### src/rtl/img_rsz_blk_gather_pkg.sv
// Shared types and sizing for the image-resize block gatherer.
// The accumulator width is derived so a full-size block of maximum pixel values cannot overflow.
package ImgRszPkg;

   localparam int PXL_PRIM_COLOR_NUM  = 1;
   localparam int PXL_COLOR_W         = 8;
   localparam int RSZ_IMG_WIDTH_SIZE  = 2;
   localparam int RSZ_IMG_HEIGHT_SIZE = 2;
   localparam int BLK_WIDTH_MAX_SZ_W  = 3;
   localparam int BLK_HEIGHT_MAX_SZ_W = 3;
   localparam int BLK_MAX_SZ          = ((1 << BLK_WIDTH_MAX_SZ_W) - 1) *
                                        ((1 << BLK_HEIGHT_MAX_SZ_W) - 1);
   localparam int BLK_VAL_W           = PXL_COLOR_W + $clog2(BLK_MAX_SZ + 1);
   localparam int COL_IDX_W = (RSZ_IMG_WIDTH_SIZE  > 1) ? $clog2(RSZ_IMG_WIDTH_SIZE)  : 1;
   localparam int ROW_IDX_W = (RSZ_IMG_HEIGHT_SIZE > 1) ? $clog2(RSZ_IMG_HEIGHT_SIZE) : 1;

   typedef logic [PXL_PRIM_COLOR_NUM-1:0][PXL_COLOR_W-1:0] PxlData_t;
   typedef logic [PXL_PRIM_COLOR_NUM-1:0][BLK_VAL_W-1:0]   FcBlkVal_t;

   typedef enum logic [1:0] {
      GTH_IDLE,
      GTH_GATHER,
      GTH_DRAIN
   } GthState_e;

   function automatic FcBlkVal_t fc_add(input FcBlkVal_t acc, input PxlData_t pxl);
      FcBlkVal_t sum;
      for (int c = 0; c < PXL_PRIM_COLOR_NUM; c++) begin
         sum[c] = acc[c] + BLK_VAL_W'(pxl[c]);
      end
      return sum;
   endfunction

endpackage

### src/rtl/img_rsz_blk_gather_if.sv
// Pixel-in / block-out bundle of the gatherer; slave is the gatherer side, master the environment.
interface img_rsz_blk_gather_if;
   import ImgRszPkg::*;

   PxlData_t                          PxlData;
   logic                              PxlVld;
   logic                              PxlRdy;
   logic [BLK_WIDTH_MAX_SZ_W-1:0]     BlkSzHor;
   logic [BLK_HEIGHT_MAX_SZ_W-1:0]    BlkSzVer;
   FcBlkVal_t                         CompBlkData;
   logic [RSZ_IMG_WIDTH_SIZE-1:0]     CompBlkXMsk;
   logic [RSZ_IMG_HEIGHT_SIZE-1:0]    CompBlkYMsk;
   logic                              CompBlkVld;
   logic                              CompBlkRdy;
   logic                              GthImgDone;
   logic                              GthErr;

   modport slave (
      input  PxlData, PxlVld, BlkSzHor, BlkSzVer, CompBlkRdy,
      output PxlRdy, CompBlkData, CompBlkXMsk, CompBlkYMsk, CompBlkVld, GthImgDone, GthErr
   );

   modport master (
      output PxlData, PxlVld, BlkSzHor, BlkSzVer, CompBlkRdy,
      input  PxlRdy, CompBlkData, CompBlkXMsk, CompBlkYMsk, CompBlkVld, GthImgDone, GthErr
   );

endinterface

### src/rtl/img_rsz_blk_gather_pos_cnt.sv
// Raster position tracker: in-block offsets, output column/row, and block/image end flags.
module img_rsz_blk_pos_cnt
   import ImgRszPkg::*;
(
   input  logic                           Clk,
   input  logic                           Reset,
   input  logic                           adv_i,
   input  logic [BLK_WIDTH_MAX_SZ_W-1:0]  hor_sz_i,
   input  logic [BLK_HEIGHT_MAX_SZ_W-1:0] ver_sz_i,
   output logic [COL_IDX_W-1:0]           col_idx_o,
   output logic [ROW_IDX_W-1:0]           row_idx_o,
   output logic                           blk_end_o,
   output logic                           img_end_o
);

   logic [BLK_WIDTH_MAX_SZ_W-1:0]  hor_cnt_q, hor_cnt_d;
   logic [BLK_HEIGHT_MAX_SZ_W-1:0] ver_cnt_q, ver_cnt_d;
   logic [COL_IDX_W-1:0]           col_idx_q, col_idx_d;
   logic [ROW_IDX_W-1:0]           row_idx_q, row_idx_d;
   logic                           hor_last, ver_last, col_last, row_last;

   assign hor_last = (hor_cnt_q == hor_sz_i - BLK_WIDTH_MAX_SZ_W'(1));
   assign ver_last = (ver_cnt_q == ver_sz_i - BLK_HEIGHT_MAX_SZ_W'(1));
   assign col_last = (col_idx_q == COL_IDX_W'(RSZ_IMG_WIDTH_SIZE - 1));
   assign row_last = (row_idx_q == ROW_IDX_W'(RSZ_IMG_HEIGHT_SIZE - 1));

   assign blk_end_o = hor_last && ver_last;
   assign img_end_o = blk_end_o && col_last && row_last;
   assign col_idx_o = col_idx_q;
   assign row_idx_o = row_idx_q;

   // Carry chain: HorCnt -> ColIdx -> VerCnt -> RowIdx, each wrapping to 0.
   always_comb begin
      hor_cnt_d = hor_cnt_q;
      ver_cnt_d = ver_cnt_q;
      col_idx_d = col_idx_q;
      row_idx_d = row_idx_q;
      if (adv_i) begin
         if (!hor_last) begin
            hor_cnt_d = hor_cnt_q + BLK_WIDTH_MAX_SZ_W'(1);
         end else begin
            hor_cnt_d = '0;
            if (!col_last) begin
               col_idx_d = col_idx_q + COL_IDX_W'(1);
            end else begin
               col_idx_d = '0;
               if (!ver_last) begin
                  ver_cnt_d = ver_cnt_q + BLK_HEIGHT_MAX_SZ_W'(1);
               end else begin
                  ver_cnt_d = '0;
                  row_idx_d = row_last ? '0 : row_idx_q + ROW_IDX_W'(1);
               end
            end
         end
      end
   end

   always_ff @(posedge Clk) begin
      if (Reset) begin
         hor_cnt_q <= '0;
         ver_cnt_q <= '0;
         col_idx_q <= '0;
         row_idx_q <= '0;
      end else begin
         hor_cnt_q <= hor_cnt_d;
         ver_cnt_q <= ver_cnt_d;
         col_idx_q <= col_idx_d;
         row_idx_q <= row_idx_d;
      end
   end

endmodule

### src/rtl/img_rsz_blk_gather.sv
// Gathers raster pixels into per-column block sums and hands each finished block to the compute engine.
// Optional zero-size configuration check: define IMG_RSZ_GTH_ERR_CHK_EN.
module img_rsz_blk_gather
   import ImgRszPkg::*;
(
   input  logic                 Clk,
   input  logic                 Reset,
   img_rsz_blk_gather_if.slave  Gth
);

   GthState_e                      state_q;
   logic [BLK_WIDTH_MAX_SZ_W-1:0]  hor_sz_q, hor_sz_eff;
   logic [BLK_HEIGHT_MAX_SZ_W-1:0] ver_sz_q, ver_sz_eff;
   FcBlkVal_t                      acc_q [RSZ_IMG_WIDTH_SIZE];
   FcBlkVal_t                      blk_data_q;
   logic [RSZ_IMG_WIDTH_SIZE-1:0]  blk_xmsk_q;
   logic [RSZ_IMG_HEIGHT_SIZE-1:0] blk_ymsk_q;
   logic                           blk_vld_q;
   logic                           pxl_rdy, cap, cap_ok, cfg_bad, blk_hs;
   logic [COL_IDX_W-1:0]           col_idx;
   logic [ROW_IDX_W-1:0]           row_idx;
   logic                           blk_end, img_end;

   // The first capture of an image sees the live sizes; later ones use the latched copy.
   assign hor_sz_eff = (state_q == GTH_IDLE) ? Gth.BlkSzHor : hor_sz_q;
   assign ver_sz_eff = (state_q == GTH_IDLE) ? Gth.BlkSzVer : ver_sz_q;

   assign pxl_rdy = (state_q != GTH_DRAIN) && (!blk_vld_q || Gth.CompBlkRdy);
   assign cap     = Gth.PxlVld && pxl_rdy;
   assign blk_hs  = blk_vld_q && Gth.CompBlkRdy;
   assign cap_ok  = cap && !cfg_bad;

`ifdef IMG_RSZ_GTH_ERR_CHK_EN
   logic err_q;

   assign cfg_bad = (state_q == GTH_IDLE) && ((hor_sz_eff == '0) || (ver_sz_eff == '0));

   always_ff @(posedge Clk) begin
      if (Reset) begin
         err_q <= 1'b0;
      end else if (cap && cfg_bad) begin
         err_q <= 1'b1;
      end
   end

   assign Gth.GthErr = err_q;
`else
   assign cfg_bad    = 1'b0;
   assign Gth.GthErr = 1'b0;
`endif

   img_rsz_blk_pos_cnt u_pos_cnt (
      .Clk       (Clk),
      .Reset     (Reset),
      .adv_i     (cap_ok),
      .hor_sz_i  (hor_sz_eff),
      .ver_sz_i  (ver_sz_eff),
      .col_idx_o (col_idx),
      .row_idx_o (row_idx),
      .blk_end_o (blk_end),
      .img_end_o (img_end)
   );

   always_ff @(posedge Clk) begin
      if (Reset) begin
         state_q  <= GTH_IDLE;
         hor_sz_q <= '0;
         ver_sz_q <= '0;
      end else begin
         case (state_q)
            GTH_IDLE: begin
               if (cap_ok) begin
                  hor_sz_q <= Gth.BlkSzHor;
                  ver_sz_q <= Gth.BlkSzVer;
                  state_q  <= img_end ? GTH_DRAIN : GTH_GATHER;
               end
            end
            GTH_GATHER: begin
               if (cap_ok && img_end) begin
                  state_q <= GTH_DRAIN;
               end
            end
            GTH_DRAIN: begin
               if (blk_hs) begin
                  state_q <= GTH_IDLE;
               end
            end
            default: state_q <= GTH_IDLE;
         endcase
      end
   end

   // A finishing capture both emits Acc+pixel and restarts that column's sum.
   always_ff @(posedge Clk) begin
      if (Reset) begin
         blk_vld_q  <= 1'b0;
         blk_data_q <= '0;
         blk_xmsk_q <= '0;
         blk_ymsk_q <= '0;
         for (int i = 0; i < RSZ_IMG_WIDTH_SIZE; i++) begin
            acc_q[i] <= '0;
         end
      end else if (cap_ok) begin
         if (blk_end) begin
            blk_vld_q      <= 1'b1;
            blk_data_q     <= fc_add(acc_q[col_idx], Gth.PxlData);
            blk_xmsk_q     <= RSZ_IMG_WIDTH_SIZE'(1) << col_idx;
            blk_ymsk_q     <= RSZ_IMG_HEIGHT_SIZE'(1) << row_idx;
            acc_q[col_idx] <= '0;
         end else begin
            acc_q[col_idx] <= fc_add(acc_q[col_idx], Gth.PxlData);
            if (blk_hs) begin
               blk_vld_q <= 1'b0;
            end
         end
      end else if (blk_hs) begin
         blk_vld_q <= 1'b0;
      end
   end

   assign Gth.PxlRdy      = pxl_rdy;
   assign Gth.CompBlkData = blk_data_q;
   assign Gth.CompBlkXMsk = blk_xmsk_q;
   assign Gth.CompBlkYMsk = blk_ymsk_q;
   assign Gth.CompBlkVld  = blk_vld_q;
   assign Gth.GthImgDone  = (state_q == GTH_DRAIN) && blk_hs && !Reset;

endmodule

### src/flat_wrapper.sv
// flat-port wrapper written by rule: the top's interface ports become plain ports
module img_rsz_blk_gather_flat import ImgRszPkg::*;
  (Clk, Reset, Gth_PxlData, Gth_PxlVld, Gth_BlkSzHor, Gth_BlkSzVer, Gth_CompBlkRdy, Gth_PxlRdy, Gth_CompBlkData, Gth_CompBlkXMsk, Gth_CompBlkYMsk, Gth_CompBlkVld, Gth_GthImgDone, Gth_GthErr);
  img_rsz_blk_gather_if Gth_i ();
  input  logic Clk;
  input  logic Reset;
  input wire logic [$bits(Gth_i.PxlData)-1:0] Gth_PxlData;
  input wire logic [$bits(Gth_i.PxlVld)-1:0] Gth_PxlVld;
  input wire logic [$bits(Gth_i.BlkSzHor)-1:0] Gth_BlkSzHor;
  input wire logic [$bits(Gth_i.BlkSzVer)-1:0] Gth_BlkSzVer;
  input wire logic [$bits(Gth_i.CompBlkRdy)-1:0] Gth_CompBlkRdy;
  output wire logic [$bits(Gth_i.PxlRdy)-1:0] Gth_PxlRdy;
  output wire logic [$bits(Gth_i.CompBlkData)-1:0] Gth_CompBlkData;
  output wire logic [$bits(Gth_i.CompBlkXMsk)-1:0] Gth_CompBlkXMsk;
  output wire logic [$bits(Gth_i.CompBlkYMsk)-1:0] Gth_CompBlkYMsk;
  output wire logic [$bits(Gth_i.CompBlkVld)-1:0] Gth_CompBlkVld;
  output wire logic [$bits(Gth_i.GthImgDone)-1:0] Gth_GthImgDone;
  output wire logic [$bits(Gth_i.GthErr)-1:0] Gth_GthErr;
  assign Gth_i.PxlData = Gth_PxlData;
  assign Gth_i.PxlVld = Gth_PxlVld;
  assign Gth_i.BlkSzHor = Gth_BlkSzHor;
  assign Gth_i.BlkSzVer = Gth_BlkSzVer;
  assign Gth_i.CompBlkRdy = Gth_CompBlkRdy;
  assign Gth_PxlRdy = Gth_i.PxlRdy;
  assign Gth_CompBlkData = Gth_i.CompBlkData;
  assign Gth_CompBlkXMsk = Gth_i.CompBlkXMsk;
  assign Gth_CompBlkYMsk = Gth_i.CompBlkYMsk;
  assign Gth_CompBlkVld = Gth_i.CompBlkVld;
  assign Gth_GthImgDone = Gth_i.GthImgDone;
  assign Gth_GthErr = Gth_i.GthErr;
  img_rsz_blk_gather u_core (.Clk(Clk), .Reset(Reset), .Gth(Gth_i));
endmodule
### config.mk
export PLATFORM = sky130hd
export DESIGN_NAME = img_rsz_blk_gather_flat
export DESIGN_NICKNAME = d
export VERILOG_FILES = /design/src/rtl/img_rsz_blk_gather_pkg.sv /design/src/rtl/img_rsz_blk_gather_if.sv /design/src/rtl/img_rsz_blk_gather_pos_cnt.sv /design/src/rtl/img_rsz_blk_gather.sv /design/src/flat_wrapper.sv
export SDC_FILE = /design/constraint.sdc
export NUM_CORES = 1
export LEC_CHECK = 0
export CORE_MARGIN = 5
export CORE_UTILIZATION = 55
export CTS_BUF_LIST = sky130_fd_sc_hd__clkbuf_8
export DETAILED_ROUTE_END_ITERATION = 8
export MAX_ROUTING_LAYER = met4
export PLACE_DENSITY = 0.81
export SKIP_CTS_REPAIR_TIMING = 1
export SYNTH_ARGS = -nofsm -noshare
export SYNTH_HDL_FRONTEND = slang
export SYNTH_SLANG_ARGS = --single-unit
### constraint.sdc
create_clock -name Clk -period 3.9 [get_ports Clk]
set_clock_uncertainty 0.05 [all_clocks]
set_input_delay 0.585 -clock Clk [delete_from_list [all_inputs] [get_ports Clk]]
set_output_delay 0.585 -clock Clk [all_outputs]
set_load 0.02 [all_outputs]
Word level (Yosys, flattened, before mapping)
Memories as Yosys holds them, arrays and structs flattened. A register that Yosys moved wholly into a read port is not among the register bits.
Cells that the tools add are included.

word-level totals
  output and inout port bits = 22
  memories = 1
  bits in registers = 35
  input bits = 18
  RAM bits = 28
  word-level logic and storage cells = 80

cells by class
  shift-type cells = 2
  add/subtract/negate cells = 7
  equal/unequal tests = 8
  mux-type cells = 30
  bitwise gates (word level) = 1
  reduce and logical (&&, ||, !) cells = 20

memories
  name          words  width  read ports  clocked after Yosys merged registers in  write ports  line                      source
  u_core.acc_q  2      14     1           1                                        2            img_rsz_blk_gather.sv:14  FcBlkVal_t acc_q [RSZ_IMG_WIDTH_SIZE];

operators by type and width
  kind                                                   count
  2-to-1 mux 14 bit                                      2
  2-to-1 mux 1 bit                                       19
  adder 14 x 8 -> 14 bit                                 1
  OR reduction 14 bit                                    1
  2-to-1 mux 3 bit                                       4
  logical AND 1 bit                                      9
  2-to-1 mux 2 bit                                       4
  adder 3 x 1 -> 3 bit, second input constant            2
  == test 3 bit                                          2
  inequality test 2 x 1 -> 1 bit, second input constant  3
  one-hot mux 2 bit (3 select lines)                     1
  AND reduction 2 bit                                    3
  AND reduction 3 bit                                    2
  subtractor 3 x 1 -> 3 bit, second input constant       2
  AND reduction 4 bit                                    1
  left shift 1 x 1 -> 2 bit, first input constant        2
  adder 1 bit, second input constant                     2
  == test 2 x 1 -> 1 bit, second input constant          1
  == test 2 bit, second input constant                   1
  logical NOT 1 bit                                      2
  logical NOT 2 bit                                      1
  inequality test 2 bit, second input constant           1
  logical OR 1 bit                                       1
  bitwise OR 1 bit                                       1

Depth between registers and ports, before layout
  depth after elaboration = 12
  depth in mapped cells = 12
  gate-level depth less buffers = 9

Modules after synthesis
Synthesis repeated with hierarchy kept, for this count alone.

second synthesis, totals
  cells, all modules = 382
  area total of the unflattened synthesis = 3647.2 µm²

by module, submodules not included
  module               cells an instance  instances  area an instance (µm²)
  img_rsz_blk_gather   325                1          3096.7
  img_rsz_blk_pos_cnt  57                 1          550.5

Least setup slack after synthesis
Ideal clock, no wire load.

  path type = register to register
  start = register (tool-made name)
  end = memory u_core.acc_q[0][12] (netlist bit) (data pin)
  data arrival time = 2.959 ns
  stages on the path, launching flop included = 12
  path slack = 0.630 ns
  cell sequence = dfxtp_1 -> clkbuf_1 -> clkbuf_1 -> mux2_2 -> ha_1 -> fa_1 -> a211oi_1 -> o21bai_1 -> o21ai_0 -> nor3b_1 -> xnor2_1 -> nor2_1

RTL lines
  item           line
  end, declared  img_rsz_blk_gather.sv:14

==> results.md <==
- Fmax: 302 MHz
- Largest net degree at the start of global routing: 27
- Routed Antenna Nets: 0
- Pwr Density: 434 nW/um2
- 1st-pass router iterations: 4
- Maximum VDD drop: 0.282 mV
- Synth unique cells: 51
- Slew Viols, Final: 0
- Die height: 87.9 um
- IO Port Bufs: 38
- First-pass GRT wire length: 12400 um
- Number of enable flip-flop cells after synthesis: 28
- Count leader, synth: nor2_1
- WP data arrival: 3330 ps
- Area leader, netlist: edfxtp_1
- Number of synthesized register bits: 64
- Die Wd: 87.9 um
- Root buffer cell: clkbuf_8
- Worst skew pair latency: 340 ps
- Most frequent cells after synthesis: nor2_1 (48), dfxtp_1 (36), a21oi_1 (29), edfxtp_1 (28), nand2_1 (27)
- Nets: 411
- Routed WL per cell: 16.1 um
- Row cnt: 28
- Vias in the first global route: 2707
- Final Hold Viols: 0
- Initial antenna violation count: 0
- Max-cap violations: 0
- Final Util: 67.5%
- Die ar.: 7730 um2
- Slew HR: 19.1%
- Post-Syn Nets: 371
- # diodes: 0
- Clock sink count: 64
- Cts bufs inserted: 9
- Top cell type's share of synthesized area: 25.2%
- RSZ-0062 raised after global routing: no
- H-Tree Level Count: 3
- CP Class: input pin to flop
- Avg Vias per Cell: 5.83
- Layout cells sized above 1: 9.35%
- Detailed Place HPWL: 5160 um
- Syn. warnings: 0
- Area grow syn2layout: 19.7%
- Post-synthesis sequential area ratio: 46.8%
- DRT Wirelength: 7410 um
- Area of the mapped netlist: 3340 um2
- Critical Path RT: 3920 ps
- Status: finished, final reports clean
- Avg Inst Size Synth: 9.82 um2
- Time the worst path needs with I/O delays and setup: 3310 ps
- Total Routing Usage GR: 21.3%
- Clock transition at path regs: 60 ps
- CP startpoint kind: input pin
- Final Cycle Share: 84.8%
- Core ar.: 5920 um2
- TritonCTS clock tree: yes
- Drt drc: 0
- CP Capture Type: flop
- Top_reg_cell synth: dfxtp_1
- Clock buffer depth: 2
- Worst-margin pin slew: 1200 ps
- DRT iter0 DRCs: 162
- Hold Path Class: flop to flop
- Via count: 2684
- Largest cells by area after synthesis: edfxtp_1 (25%), dfxtp_1 (22%), nor2_1 (5.4%)
- Synth async-reset ratio: 0%
- Initial Utilization: 56.4%
- Number of I/O pins: 40
- Worst-path fanout max: 14
- Leak pwr: 1.53 nW
- GPL Wtd Cong: 0.857
- Total congestion overflow: 0
- Final setup vio count: 0
- Synth Instances: 340
- Setup_tns: 0 ps
-- critical path: stages --
cell and delay (ps):
clkdlybuf4s50_1 470, or3b_1 380, and2_1 160, ha_1 200, xor2_1 160, and3_1 170, a2111o_1 400, nor4_4 380
or4_1 160, buf_4 200, nor2_1 70
-- report_power, final --
part | switching (mW) | leakage [nW] | internal (mW)
combinational | 0.220 | 0.822 | 0.153
sequential | 0.0245 | 0.590 | 0.745
clock | 0.242 | 0.117 | 0.351
total | 0.486 | 1.53 | 1.25
-- state kept, by name (all words and copies together) (netlist names), named ones only --
name,count
u_core.Gth.CompBlkData,14
u_core.Gth.CompBlkVld,1
u_core.Gth.CompBlkXMsk,2
u_core.Gth.CompBlkYMsk,2
u_core.acc_q,28
u_core.hor_sz_q,3
u_core.state_q,2
u_core.u_pos_cnt.col_idx_o,1
u_core.u_pos_cnt.hor_cnt_q,3
u_core.u_pos_cnt.row_idx_o,1
u_core.u_pos_cnt.ver_cnt_q,3
u_core.ver_sz_q,3
-- per-stage QoR --
step	power (mW)	area, um2	hold slack [ps]	setup WS (ps)	cells
3_3_place_gp	1.13	3790	393	338	444
6_report	1.74	4000	402	591	460
2_1_floorplan	1.05	3340	403	630	340
3_5_place_dp	1.15	3790	399	273	444
4_1_cts	1.74	4000	408	620	460
5_1_grt	1.82	4000	427	479	460
-- routing by layer --
metal	up-vias	share of wire, %	global-route usage [%]
li1	1307	-	-
met3	18	5.5	4.05
met4	0	2.7	10.9
met5	-	0	-
met1	1266	44	26.0
met2	93	47	33.5
-- layout make-up --
type,instances,area [um2]
flip-flops and latches,64,1560
fillers,481,1920
clock inverters,7,81.3
well taps,75,93.8
clock buffers,9,124
multi-input cells,254,1670
inverters,5,18.8
repair buffers,46,453
-- worst paths after layout --
path                        startpoint  cells past startpoint  slack, ps                   endpoint
max                    Gth_BlkSzHor[0]                     11        590         u_core.acc_q[0][3]
min          u_core.Gth.CompBlkData[0]                      2        400  u_core.Gth.CompBlkData[0]
min reg2reg  u_core.Gth.CompBlkData[0]                      2        400  u_core.Gth.CompBlkData[0]
max reg2reg          u_core.state_q[1]                     10        790         u_core.acc_q[0][3]
-- kinds of logic after synthesis --
kind of cell	after synthesis	synth area share, %
compound gates	74	13.7
xor+xnor	17	4.46
fa+ha+maj	13	5.10
buf+inv	22	3.37
flops	64	46.8
mux	26	8.24
other cells	1	0.112
simple gates	123	18.3
-- layout by cell type, fill, tap and decap left out, types with 3 or more instances in the layout --
master,count
clkdlybuf4s50_1,38
nand3_1,9
or2_0,5
xor2_1,10
or3b_1,4
a211oi_1,5
xnor2_1,7
nand2_1,27
a21oi_1,29
nor2_1,48
clkbuf_8,9
nor3_1,3
o211ai_1,3
o21ai_0,13
edfxtp_1,28
and2_1,6
and3_1,4
o21ai_1,7
mux2i_1,14
buf_4,7
inv_1,7
a21o_1,4
nand4_1,3
ha_1,12
mux2_2,11
dfxtp_1,36
No activity file was read; power rests on OpenSTA's default activity.
